$ cat config.mk
export PLATFORM = sky130hd
export DESIGN_NAME = extmem_ctrl
export DESIGN_NICKNAME = d
export VERILOG_FILES = /design/src/rtl/extmem_pkg.sv /design/src/rtl/extmem_arb.sv /design/src/rtl/extmem_ctrl.sv
export SDC_FILE = /design/constraint.sdc
export NUM_CORES = 1
export LEC_CHECK = 0
export ABC_AREA = 1
export CORE_ASPECT_RATIO = 0.5
export CORE_MARGIN = 1
export CORE_UTILIZATION = 40
export CTS_BUF_LIST = sky130_fd_sc_hd__clkbuf_8
export CTS_CLUSTER_DIAMETER = 80
export DETAILED_ROUTE_END_ITERATION = 8
export GPL_TIMING_DRIVEN = 0
export PLACE_DENSITY = 0.75
export SLEW_MARGIN = 5
export SYNTH_ARGS = -nofsm -noshare
export SYNTH_HDL_FRONTEND = slang
export SYNTH_HIERARCHICAL = 1
export SYNTH_SLANG_ARGS = --single-unit
$ cat constraint.sdc
create_clock -name sysclk -period 1.8 [get_ports sysclk]
set_input_delay 0.36 -clock sysclk [delete_from_list [all_inputs] [get_ports sysclk]]
set_output_delay 0.36 -clock sysclk [all_outputs]
set_load 0.03 [all_outputs]
$ cat src/rtl/extmem_pkg.sv
// Shared encodings for the external memory bus controller: FSM states,
// chip-select codes, requester identities and the cycle descriptor.
package extmem_pkg;

    typedef enum logic [2:0] {
        ST_IDLE   = 3'd0,
        ST_SETUP  = 3'd1,
        ST_ACCESS = 3'd2,
        ST_HOLD   = 3'd3,
        ST_DONE   = 3'd4,
        ST_ERR    = 3'd5
    } state_e;

    localparam logic [1:0] SEL_RAM1 = 2'd0;
    localparam logic [1:0] SEL_RAM2 = 2'd1;
    localparam logic [1:0] SEL_ROM  = 2'd2;
    localparam logic [1:0] SEL_RSVD = 2'd3;

    typedef enum logic {
        REQ_CPU = 1'b0,
        REQ_VID = 1'b1
    } req_id_e;

    localparam int CNT_W = 8;

    typedef struct packed {
        req_id_e     owner;
        logic [18:0] addr;
        logic [1:0]  sel;
        logic        we;
        logic        uds;
        logic        lds;
        logic [15:0] wdata;
    } cycle_t;

    // A CPU cycle that must be refused without touching the bus.
    function automatic logic isBusError(input logic [1:0] sel, input logic we);
        return (sel == SEL_RSVD) || ((sel == SEL_ROM) && we);
    endfunction

endpackage

$ cat src/rtl/extmem_arb.sv
// Two-way alternating arbiter between the CPU and the video fetch port.
// The grant is combinational; the last-grant flop moves only when a cycle is accepted.
module extmem_arb
    import extmem_pkg::*;
(
    input  logic    clk_i,
    input  logic    rst_ni,
    input  logic    cpu_req_i,
    input  logic    vid_req_i,
    input  logic    update_i,
    output req_id_e grant_o
);

    req_id_e last_q;
    req_id_e last_d;

    always_comb begin
        grant_o = REQ_CPU;
        if (cpu_req_i && vid_req_i) begin
            grant_o = (last_q == REQ_CPU) ? REQ_VID : REQ_CPU;
        end else if (vid_req_i) begin
            grant_o = REQ_VID;
        end
    end

    always_comb begin
        last_d = last_q;
        if (update_i) begin
            last_d = grant_o;
        end
    end

    always_ff @(posedge clk_i or negedge rst_ni) begin
        if (!rst_ni) begin
            last_q <= REQ_CPU;
        end else begin
            last_q <= last_d;
        end
    end

endmodule

$ cat src/rtl/extmem_ctrl.sv
// External SRAM/ROM bus sequencer shared by the CPU and the video fetch port:
// drives chip selects, strobes and byte lanes and returns DTACK/BERR or a video ack.
module extmem_ctrl
    import extmem_pkg::*;
#(
    parameter int unsigned RAM_WAIT = 2,
    parameter int unsigned ROM_WAIT = 4
)
(
    input  logic        sysclk,
    input  logic        sysrst_n,
    input  logic        cpu_req,
    input  logic [1:0]  cpu_sel,
    input  logic        cpu_we,
    input  logic        cpu_uds,
    input  logic        cpu_lds,
    input  logic [18:0] cpu_addr,
    input  logic [15:0] cpu_wdata,
    output logic [15:0] cpu_rdata,
    output logic        cpu_dtack,
    output logic        cpu_berr,
    input  logic        vid_req,
    input  logic [18:0] vid_addr,
    output logic        vid_ack,
    output logic [18:0] mem_addr,
    output logic [15:0] mem_dout,
    output logic        mem_doe,
    input  logic [15:0] mem_din,
    output logic        csram1_n,
    output logic        csram2_n,
    output logic        csrom_n,
    output logic        re_n,
    output logic        we_n,
    output logic        ub_n,
    output logic        lb_n
);

    state_e           state_q, state_d;
    cycle_t           cyc_q, cyc_d;
    logic [CNT_W-1:0] cnt_q, cnt_d;
    logic [15:0]      rdata_q, rdata_d;

    req_id_e grant;
    cycle_t  reqCyc;
    logic    anyReq;
    logic    grantIsErr;
    logic    lastAccess;
    logic    memActive;
    logic    strobe;

    assign anyReq     = cpu_req | vid_req;
    assign lastAccess = (cnt_q == '0);

    extmem_arb u_arb (
        .clk_i     (sysclk),
        .rst_ni    (sysrst_n),
        .cpu_req_i (cpu_req),
        .vid_req_i (vid_req),
        .update_i  ((state_q == ST_IDLE) && anyReq),
        .grant_o   (grant)
    );

    // Video fetches are always two-lane RAM1 reads regardless of CPU inputs.
    always_comb begin
        reqCyc       = '0;
        reqCyc.owner = grant;
        if (grant == REQ_VID) begin
            reqCyc.addr  = vid_addr;
            reqCyc.sel   = SEL_RAM1;
            reqCyc.we    = 1'b0;
            reqCyc.uds   = 1'b1;
            reqCyc.lds   = 1'b1;
            reqCyc.wdata = '0;
        end else begin
            reqCyc.addr  = cpu_addr;
            reqCyc.sel   = cpu_sel;
            reqCyc.we    = cpu_we;
            reqCyc.uds   = cpu_uds;
            reqCyc.lds   = cpu_lds;
            reqCyc.wdata = cpu_wdata;
        end
    end

    assign grantIsErr = (grant == REQ_CPU) && isBusError(cpu_sel, cpu_we);

    always_ff @(posedge sysclk or negedge sysrst_n) begin
        if (!sysrst_n) begin
            state_q <= ST_IDLE;
        end else begin
            state_q <= state_d;
        end
    end

    always_comb begin
        state_d = state_q;
        case (state_q)
            ST_IDLE: begin
                if (anyReq) begin
                    state_d = grantIsErr ? ST_ERR : ST_SETUP;
                end
            end
            ST_SETUP:  state_d = ST_ACCESS;
            ST_ACCESS: begin
                if (lastAccess) begin
                    state_d = ST_HOLD;
                end
            end
            // A CPU that has already let go gets no DTACK.
            ST_HOLD: begin
                state_d = ((cyc_q.owner == REQ_CPU) && cpu_req) ? ST_DONE : ST_IDLE;
            end
            ST_DONE, ST_ERR: begin
                if (!cpu_req) begin
                    state_d = ST_IDLE;
                end
            end
            default: state_d = ST_IDLE;
        endcase
    end

    always_comb begin
        memActive = (state_q == ST_SETUP) || (state_q == ST_ACCESS) || (state_q == ST_HOLD);
        strobe    = (state_q == ST_ACCESS);
        csram1_n  = !(memActive && (cyc_q.sel == SEL_RAM1));
        csram2_n  = !(memActive && (cyc_q.sel == SEL_RAM2));
        csrom_n   = !(memActive && (cyc_q.sel == SEL_ROM));
        re_n      = !(strobe && !cyc_q.we);
        we_n      = !(strobe && cyc_q.we);
        ub_n      = !(memActive && cyc_q.uds);
        lb_n      = !(memActive && cyc_q.lds);
        mem_doe   = memActive && cyc_q.we;
        cpu_dtack = (state_q == ST_DONE);
        cpu_berr  = (state_q == ST_ERR);
        vid_ack   = (state_q == ST_HOLD) && (cyc_q.owner == REQ_VID);
    end

    // Strobe width counter is armed in SETUP; read data is captured on the last strobe cycle.
    always_comb begin
        cyc_d   = cyc_q;
        cnt_d   = cnt_q;
        rdata_d = rdata_q;
        case (state_q)
            ST_IDLE: begin
                if (anyReq) begin
                    cyc_d = reqCyc;
                end
            end
            ST_SETUP: begin
                cnt_d = (cyc_q.sel == SEL_ROM) ? CNT_W'(ROM_WAIT) : CNT_W'(RAM_WAIT);
            end
            ST_ACCESS: begin
                if (!lastAccess) begin
                    cnt_d = cnt_q - CNT_W'(1);
                end else if (!cyc_q.we) begin
                    rdata_d = mem_din;
                end
            end
            default: ;
        endcase
    end

    always_ff @(posedge sysclk or negedge sysrst_n) begin
        if (!sysrst_n) begin
            cyc_q   <= '0;
            cnt_q   <= '0;
            rdata_q <= '0;
        end else begin
            cyc_q   <= cyc_d;
            cnt_q   <= cnt_d;
            rdata_q <= rdata_d;
        end
    end

    assign cpu_rdata = rdata_q;
    assign mem_addr  = cyc_q.addr;
    assign mem_dout  = cyc_q.wdata;

endmodule

==> results of run 1 <==
[through the flow]
step | setup slack [ps] | power [mW] | hold slack (ps)
after floorplan | 242 | 6.48 | 64.4
after global placement | -2030 | 8.43 | 454
after detailed placement | -479 | 8.54 | 209
after CTS | -52.1 | 9.46 | 386
after global routing | -14.6 | 10.2 | 410
final | 46.1 | 9.55 | 401
[layout by cell type (no fill, tap or decap), types with 6 or more instances in the layout]
cell             instances
o31ai_2                 14
nand2_1                137
o21ai_0                  7
buf_4                   50
buf_6                    6
clkbuf_8                11
nor2_1                  54
dlygate4sd2_1           35
dfrtp_1                 68
clkdlybuf4s50_1         90
nand3_1                 35
buf_2                    9
inv_1                   15
inv_2                    6
[worst reg2reg max path, stage by stage, from the launching register on]
cell     delay, ps
dfrtp_1        430
inv_2          110
buf_6          120
buf_4          100
nand2_1         70
nor2_2         150
o21ai_2        180
buf_4          240
o31ai_2        190
[per-layer routing]
metal  global-route usage [%]  up-vias  share of wire, %
li1                         -     1629                 -
met1                     23.5     1461                44
met2                     34.3       74                49
met3                     6.74        4               6.4
met4                     5.62        0              0.67
met5                        0        -                 0
[area by class of cell]
class                   instances  area, sq um
flip-flops and latches         69         1730
inverters                      23         93.8
multi-input cells             280         1380
plain buffers                  47          355
fillers                       737         2940
well taps                     112          140
clock inverters                 5         33.8
repair buffers                150         1440
clock buffers                  11          151
[sequential cells by signal (all words and copies together), names as in the netlist]
| register | flops |
|---|---|
| u_arb/last_q | 1 |
| cpu_rdata | 16 |
| cyc_q | 6 |
| mem_addr | 19 |
| mem_dout | 16 |
| cnt_q | 8 |
| state_q | 3 |
[logic make-up (layout without fill, tap and decap cells)]
group                      Yosys count  count (layout)  share of synthesized area, %
buffers and inverters               71             236                          12.4
DFF                                 69              69                          48.9
adders and majority gates            2               2                         0.709
xor gates and xnor gates             3               3                         0.745
AOI/OAI and AO/OA                   34              34                          8.65
and+or+nand+nor                    241             241                          28.6
[final timing paths]
check	from	to	slack [ps]
worst max-delay path	state_q[0]$_DFFE_PN0P_	re_n	50
max in group asynchronous	sysrst_n	state_q[1]$_DFFE_PN0P_	860
worst min-delay path	sysrst_n	mem_addr[1]$_DFFE_PN0P_	400
worst min register to register	cpu_rdata[7]$_DFFE_PN0P_	cpu_rdata[7]$_DFFE_PN0P_	470
min in group sysclk	cpu_req	state_q[2]$_DFFE_PN0P_	420
worst max register to register	state_q[2]$_DFFE_PN0P_	mem_addr[6]$_DFFE_PN0P_	130
[report_power, final]
group | leakage (nW) | switching (mW) | internal, mW
Sequential | 0.856 | 0.403 | 2.25
Clock | 0.0917 | 0.602 | 0.575
Combinational | 1.78 | 3.39 | 2.32
Total | 2.72 | 4.40 | 5.15
[what timing repair did]
item,CTS,global route
gates cloned,0,0
endpoints found under the setup margin,64,31
setup buffers,3,5
gates resized for setup,98,28
hold endpoints to repair,9,0
pin swaps,2,1
hold buffers,1,0
==> reports/metrics.csv, run 1 <==
stage,metric,value,unit
critical_path,Crit path max-delay family,flip-flops,
synth,Netlist Area Pre-Place,3530,sq um
placed_design,DP Cell Count,673,
cells_and_area,Util after Layout,64.4,%
clocking,worst skew pair latency,340,ps
die,Die Ht,68.4,microns
timing,Worst Clk Skew,12.1,ps
critical_path,Crit-path slowest cell,dfrtp_1,
timing,Fin Setup TNS,0,ps
synth,most instantiated cells after synthesis,"nand2_1, dfrtp_1, nor2_1",
detailed_routing,via/cell ratio,4.55,
critical_path,class of the most critical setup path,reg -> out,
grt,largest net degree at the start of global routing,61,
synth,YS warnings,6,
synth,post-synthesis cell count,420,
critical_path,CP Cell Sequence,inv_2 -> nand3_4 -> nor2_4 -> buf_6 -> inv_2 -> buf_6,
detailed_routing,"wirelength, routed",8.77,mm
detailed_routing,vias,3168,
cells_and_area,layout cells sized above 1,20.3,%
synth,Yosys reg bits,69,
synth,ranking of synthesized cells by area,"dfrtp_1, nand2_1, buf_4, nor2_1, nand3_1",
critical_path,max incr delay on CP,410,ps
hold_path,Worst Hold Class,in -> async,
clocking,maximum level of the CTS H-tree,3,
synth,Yosys cell types,34,
detailed_routing,routed len/inst,12.6,microns
critical_path,Worst Path Max Fanout,5,
synth,post-synthesis async set-or-reset flop share,100,%
timing,Final Setup Violations,0,
die,Die ar.,9230,sq um
placed_design,hpwl dp,6.43,mm
power,Leak,2.72,nW
detailed_routing,Pre-antenna DRT Iters,4,
die,Die X,135,microns
timing,Slew Limit Fails,0,
die,io pins,141,
clocking,Clock Sink Count,69,
clocking,"Reg clk slew, reported paths",80,ps
critical_path,Buf/Inv on CP,4,
timing,Worst Tran Pin Value,468,ps
cells_and_area,Syn-to-layout area delta,50.6,%
placed_design,placed inst area,5100,sq um
synth,"Seq/Total Area, Yosys",48.9,%
critical_path,R2R depth,8,
synth,most common cell in the netlist,nand2_1,
grt,GRT Total Usage,19.7,%
detailed_routing,initial drt markers,156,
synth,syn avg cell area,8.40,sq um
grt,gr ovfl total,0,
cells_and_area,Antenna Cells,0,
timing,RSZ-0062 raised after global routing,true,
synth,Synth top area share,48.9,%
clocking,CTS tree,yes,
detailed_routing,drc violations,0,
placed_design,GPL Wtd Cong,0.803,
cells_and_area,Nets,661,
cells_and_area,fin cells,697,
critical_path,Startpoint Class,flop,
timing,minimum clock period,1750,ps
grt,first-pass GRT wire length,13.9,mm
die,# rows,23,
critical_path,Stages on worst setup path,6,
synth,ys flop type,dfrtp_1,
grt,initial antenna violation count,0,
clocking,Clock Path Buffers,2,
power,Max VDD drop,0.000806,V
synth,post-synthesis net count,501,
flow_run,max-cap violation count,0,
timing,final period utilization,97.4,%
critical_path,CP Capture Type,primary output,
grt,vias in the first global route,3021,
timing,fmax,570,MHz
die,Core Region,8260,sq um
critical_path,worst path required time,1440,ps
synth,Yosys top cell by area,dfrtp_1,
cells_and_area,Finished Cell Area,5320,sq um
clocking,Root Buffer,clkbuf_8,
power,Pwr per Cell Area,1800,nW/um^2
clocking,CTS Buf Count,9,
placed_design,IO buf count,140,
critical_path,"Data arrival, critical path",1390,ps
synth,Post-synth EDFFs,0,
timing,"Hold Violations, Final",0,
detailed_routing,final antenna-violating net count,0,
die,starting density of the core,42.7,%
timing,Max transition margin,68.8,%
run_status,status,finished clean,
Power figures use the tool's default switching activity.
==> inputs of run 2 (changes only) <==
--- a/config.mk
+++ b/config.mk
@@ -15,5 +15,5 @@
 export GPL_TIMING_DRIVEN = 0
 export PLACE_DENSITY = 0.75
-export SLEW_MARGIN = 5
+export SLEW_MARGIN = 10
 export SYNTH_ARGS = -nofsm -noshare
 export SYNTH_HDL_FRONTEND = slang
==> constraint.sdc (replaced) <==
create_clock -name sysclk -period 1.8 [get_ports sysclk]
set_input_delay 0.36 -clock sysclk [delete_from_list [all_inputs] [get_ports sysclk]]
set_output_delay 0.36 -clock sysclk [all_outputs]
set_load 0.1 [all_outputs]
==> run 2 against run 1 <==
Net effect:
- the flow now finishes with violations (negative setup slack)
- fmax down 6.8%
- register-to-register slack worse by 30 ps
- cell count up 1.1%
- clock skew down 3.2 ps
- hold slack worse by 26 ps
- utilization up 4.6 points
- first-iteration DRC count down 15%
- critical path depth unchanged
- routed wire length up 5.7%
- design area up 7.2%
==> reports/metrics.csv, run 2 (synthesis gave the netlist of run 1 again) <==
stage,metric,value,unit,change
run_status,status,finished with violations,,
run_status,violations in the final reports,negative setup slack,,
grt,vias in the first global route,3115,,+3.1%
timing,fmax,532,MHz,-6.8%
die,Die ar.,9230,sq um,unchanged
flow_run,max-cap violation count,0,,unchanged
cells_and_area,max reg flops,19,,unchanged
cells_and_area,Util after Layout,69.0,%,+4.6 points
cells_and_area,"commonest non-fill, non-tap cell in the layout",nand2_1,,
grt,initial antenna violation count,0,,unchanged
critical_path,R2R Path Start,state_q[2]$_DFFE_PN0P_,,
timing,minimum clock period,1880,ps,+127 ps
clocking,"Reg clk slew, reported paths",80,ps,about the same
die,# rows,23,,unchanged
grt,met1 GRT Util,22.1,%,-1.4 points
die,Core Region,8260,sq um,unchanged
critical_path,class of the most critical setup path,reg -> out,,
critical_path,"Data arrival, critical path",1520,ps,+130 ps
detailed_routing,initial drt markers,133,,-15%
grt,met2 Use GR,36.5,%,+2.3 points
cells_and_area,layout cells sized above 1,31.4,%,+11 points
grt,gr busiest metal,met2,,
placed_design,hpwl dp,6.45,mm,+0.27%
critical_path,crit path to,re_n,,
critical_path,FF-to-FF setup slack,100,ps,-30 ps
critical_path,Setup crit start,state_q[2]$_DFFE_PN0P_,,
hold_path,Worst Hold Class,in -> async,,
cells_and_area,Syn-to-layout area delta,61.5,%,
placed_design,IO buf count,140,,unchanged
die,Die X,135,microns,unchanged
timing,RSZ-0062 raised after global routing,true,,
critical_path,worst r2r dst,mem_addr[17]$_DFFE_PN0P_,,
clocking,CTS Buf Count,9,,unchanged
clocking,Root Buffer,clkbuf_8,,
timing,final period utilization,105,%,+7.1 points
clocking,CTS tree,yes,,
grt,largest net degree at the start of global routing,62,,+1.6%
timing,Setup WS post-layout,-81.3,ps,-127 ps
detailed_routing,final antenna-violating net count,0,,unchanged
cells_and_area,most frequent cells in the layout,"nand2_1, clkdlybuf4s50_1, dfrtp_1",,
grt,GRT Total Usage,20.0,%,+0.32 points
timing,Max transition margin,62.4,%,-6.4 points
timing,Worst Clk Skew,8.95,ps,-3.17 ps
die,io pins,141,,unchanged
die,starting density of the core,42.7,%,unchanged
critical_path,worst path required time,1440,ps,about the same
timing,Slew Limit Fails,0,,unchanged
timing,Final Setup Violations,6,,+6
cells_and_area,Antenna Cells,0,,unchanged
detailed_routing,drc violations,0,,unchanged
grt,gr ovfl total,0,,unchanged
clocking,worst skew pair latency,350,ps,about the same
cells_and_area,Nets,669,,+1.2%
clocking,Clock Path Buffers,2,,unchanged
clocking,maximum level of the CTS H-tree,3,,unchanged
detailed_routing,vias,3272,,+3.3%
critical_path,CP Capture Type,primary output,,
grt,first-pass GRT wire length,14.1,mm,+1.4%
die,Die Ht,68.4,microns,unchanged
detailed_routing,routed len/inst,13.1,microns,+4.5%
grt,met3 Use GR,7.41,%,+0.67 points
detailed_routing,Pre-antenna DRT Iters,4,,unchanged
detailed_routing,"wirelength, routed",9.26,mm,+5.7%
clocking,Clock Sink Count,69,,unchanged
critical_path,Startpoint Class,flop,,
critical_path,Worst Path Max Fanout,8,,+3
detailed_routing,via/cell ratio,4.64,,+2.1%
timing,"Hold Violations, Final",0,,unchanged
timing,Worst Tran Pin Value,567,ps,+99.2 ps
critical_path,R2R depth,9,,+1
placed_design,GPL Wtd Cong,0.837,,+4.2%
-- run 2: cell types whose count changed in the layout (fill, tap and decap cells not counted), sizes merged --
| cell | change |
|---|---|
| clkdlybuf4s15 | +49 |
| dlygate4sd2 | -35 |
| clkdlybuf4s50 | -13 |
| buf | +7 |
| bufinv | +3 |
| dlymetal6s2s | -3 |
| clkdlybuf4s18 | +2 |
| clkbuf | -1 |
| inv | -1 |
-- run 2: cell type report --
| class | instances | area [sq um] |
|---|---|---|
| plain buffers | 47 | 350 |
| clock buffers | 9 | 124 |
| clock inverters | 7 | 115 |
| fillers | 659 | 2560 |
| inverters | 23 | 100 |
| multi-input cells | 280 | 1440 |
| flip-flops and latches | 69 | 1730 |
| well taps | 112 | 140 |
| repair buffers | 158 | 1710 |
-- run 2: worst min path at each step --
stage                                    end  slack [ps]
floorplan               cnt_q[0]$_DFFE_PN0P_          60
global placement    cpu_rdata[0]$_DFFE_PN0P_         450
detailed placement   mem_addr[2]$_DFFE_PN0P_         200
CTS                 mem_addr[10]$_DFFE_PN0P_         350
global route         mem_addr[7]$_DFFE_PN0P_         360
finish              mem_addr[10]$_DFFE_PN0P_         380
-- run 2: metal layers --
layer	vias up	routed length, microns
met5	-	0
met3	9	569
met4	0	95
li1	1645	-
met1	1538	3880
met2	80	4720
-- run 2: worst max-delay path: stages (launching register included) --
cell	delay, ps
dfrtp_1	390
inv_2	120
nand3_4	130
nor2_4	130
buf_6	150
clkinvlp_4	80
buf_6	180
-- run 2: through the flow --
| stage | worst slack (ps) | hold WS, ps | instances | TNS [ps] | area [sq um] |
|---|---|---|---|---|---|
| floorplan | -252 | 64.4 | 420 | -409 | 3580 |
| global route | -167 | 355 | 705 | -1030 | 5700 |
| finish | -81.3 | 375 | 705 | -329 | 5700 |
| CTS | -153 | 355 | 698 | -305 | 5620 |
| detailed placement | -816 | 204 | 673 | -21240 | 5140 |
| global placement | -2070 | 453 | 672 | -162870 | 5120 |
-- run 2: repair_timing --
item	CTS	global route
setup buffers	9	7
pin swaps	2	1
hold buffers	1	0
endpoints found under the setup margin	68	19
gates resized for setup	250	10
endpoints found under the hold margin	8	0
Power of run 2 is not shown: default switching activity piles up to over one toggle a cycle in this logic, so the estimate is an artifact.
==> inputs of run 3 (changes only) <==
- PLACE_DENSITY: 0.75 -> 0.78
- clock period: 1.8 -> 1.7 ns (I/O delays scaled with it)
==> run 3 against run 2 <==
Net effect:
- design area is 2.5% lower
- critical path type unchanged
- die area stayed put
- via count rose by 1.7%
- cell count grew 0.85%
- global-route usage increased by 0.73 points
- critical endpoint unchanged
- register-to-register slack worse by 70 ps
- the run still ends with negative setup slack left
- largest cell class unchanged
- setup slack got worse by 130 ps
- sequential cell count stayed put
==> reports/metrics.csv, run 3 (synthesis gave the netlist of run 1 again) <==
stage,metric,value,unit,change
run_status,status,finished with violations,,
run_status,violations in the final reports,negative setup slack,,
critical_path,Crit path max-delay family,buffers and inverters,,
critical_path,R2R depth,9,,unchanged
critical_path,R2R Path Start,state_q[0]$_DFFE_PN0P_,,
detailed_routing,via/cell ratio,4.68,,+0.82%
die,io pins,141,,unchanged
cells_and_area,layout cells sized above 1,32.7,%,+1.4 points
clocking,Clock Path Buffers,2,,unchanged
cells_and_area,area of the multi-input gates,1480,sq um,+2.7%
die,starting density of the core,42.7,%,unchanged
detailed_routing,"wirelength, routed",9.71,mm,+4.8%
critical_path,crit path to,re_n,,
clocking,Clock Sink Count,69,,unchanged
clocking,CTS Buf Count,9,,unchanged
cells_and_area,# fillers,662,,+0.46%
grt,vias in the first global route,3050,,-2.1%
clocking,worst skew pair latency,340,ps,about the same
cells_and_area,"commonest non-fill, non-tap cell in the layout",nand2_1,,
cells_and_area,Antenna Cells,0,,unchanged
critical_path,Crit-path slowest cell,dfrtp_1,,
clocking,"Reg clk slew, reported paths",70,ps,about the same
hold_path,Worst Hold Class,in -> async,,
critical_path,max incr delay on CP,440,ps,+50 ps
detailed_routing,vias,3327,,+1.7%
cells_and_area,Nets,678,,+1.3%
critical_path,Setup crit start,state_q[0]$_DFFE_PN0P_,,
placed_design,IO buf count,140,,unchanged
timing,Max transition margin,62.6,%,+0.18 points
timing,minimum clock period,1910,ps,
grt,largest net degree at the start of global routing,56,,-9.7%
critical_path,worst path required time,1360,ps,-80 ps
critical_path,Worst Path Max Fanout,7,,-1
timing,fmax,523,MHz,
clocking,CTS tree,yes,,
critical_path,CP Capture Type,primary output,,
cells_and_area,Seq. cell area,1730,sq um,about the same
timing,Fin Setup TNS,-564,ps,-236 ps
detailed_routing,routed len/inst,13.7,microns,+3.9%
grt,gr ovfl total,0,,unchanged
cells_and_area,Syn-to-layout area delta,57.4,%,
critical_path,FF-to-FF setup slack,30,ps,-70 ps
cells_and_area,max reg flops,19,,unchanged
timing,Final Setup Violations,7,,+1
timing,Setup WS post-layout,-211,ps,-130 ps
detailed_routing,drc violations,0,,unchanged
flow_run,max-cap violation count,0,,unchanged
die,Die ar.,9230,sq um,unchanged
placed_design,GPL Wtd Cong,0.820,,-2.1%
critical_path,"Data arrival, critical path",1570,ps,+50 ps
detailed_routing,Pre-antenna DRT Iters,4,,unchanged
die,Die X,135,microns,unchanged
grt,first-pass GRT wire length,14.5,mm,+2.9%
timing,Worst Tran Pin Value,564,ps,-2.75 ps
timing,RSZ-0062 raised after global routing,true,,
critical_path,Stages on worst setup path,6,,unchanged
cells_and_area,most frequent cells in the layout,"nand2_1, clkdlybuf4s50_1, dfrtp_1",,
die,Core Region,8260,sq um,unchanged
detailed_routing,initial drt markers,200,,+50%
timing,Worst Clk Skew,9.60,ps,+0.652 ps
clocking,Root Buffer,clkbuf_8,,
clocking,maximum level of the CTS H-tree,3,,unchanged
timing,"Hold Violations, Final",0,,unchanged
timing,Slew Limit Fails,0,,unchanged
critical_path,Startpoint Class,flop,,
detailed_routing,final antenna-violating net count,0,,unchanged
die,# rows,23,,unchanged
critical_path,CP Cell Sequence,inv_4 -> nand3_4 -> nor2_4 -> buf_6 -> clkinvlp_4 -> buf_8,,
grt,initial antenna violation count,0,,unchanged
grt,GRT Total Usage,20.7,%,+0.73 points
placed_design,hpwl dp,6.46,mm,+0.20%
die,Die Ht,68.4,microns,unchanged
critical_path,Buf/Inv on CP,4,,unchanged
timing,final period utilization,112,%,
critical_path,worst r2r dst,mem_dout[8]$_DFFE_PN0P_,,
critical_path,class of the most critical setup path,reg -> out,,
[run 3: layout make-up]
class,count,area share (%)
sequential,69,31.1
clock inverter,4,0.788
timing repair buffer,167,28.3
buffer,47,6.40
tap,112,2.52
multi-input combinational,280,26.6
clock buffer,9,2.23
inverter,23,2.03
[run 3: stage by stage]
stage          utilization [%]  instance area, sq um  cells  hold slack, ps  setup slack, ps
2_1_floorplan                -                  3560    420            44.4             -240
3_3_place_gp              61.8                  5100    672             453            -2140
3_5_place_dp              62.1                  5130    673             217             -912
4_1_cts                   67.7                  5590    697             386             -240
5_1_grt                   67.2                  5550    711             411             -275
6_report                  67.2                  5550    711             399             -211
[run 3: timing repair]
action	CTS	global route
hold buffers	1	0
pin swaps	4	5
endpoints found under the hold margin	14	0
setup endpoints to repair	81	80
resized for setup	291	64
setup buffers	11	14
[run 3: worst min-delay path by stage]
stage | from | to | slack, ps | cells past startpoint
floorplan | sysrst_n | cnt_q[0]$_DFFE_PN0P_ | 40 | 0
global placement | cpu_rdata[3]$_DFFE_PN0P_ | cpu_rdata[3]$_DFFE_PN0P_ | 450 | 2
detailed placement | sysrst_n | cpu_rdata[13]$_DFFE_PN0P_ | 220 | 1
CTS | sysrst_n | cpu_rdata[13]$_DFFE_PN0P_ | 390 | 2
global route | sysrst_n | cpu_rdata[13]$_DFFE_PN0P_ | 410 | 2
finish | sysrst_n | cpu_rdata[13]$_DFFE_PN0P_ | 400 | 2
[run 3: per-layer routing]
layer	share of wire (%)	vias up	track usage, %
met1	40	1548	23.9
met4	1.5	0	7.30
met5	0	-	0
met3	5.8	16	6.67
met2	52	99	37.0
li1	-	1664	-
[run 3: worst reg2reg max path: stages, from the launching register on]
cell and delay, ps:
dfrtp_1 440, inv_4 130, nand2_4 80, buf_4 140
nor3_4 320, nand2_4 130, inv_6 120, buf_8 130
nand2_1 50, nand2_1 60
Power of run 3 is left out for the same reason.
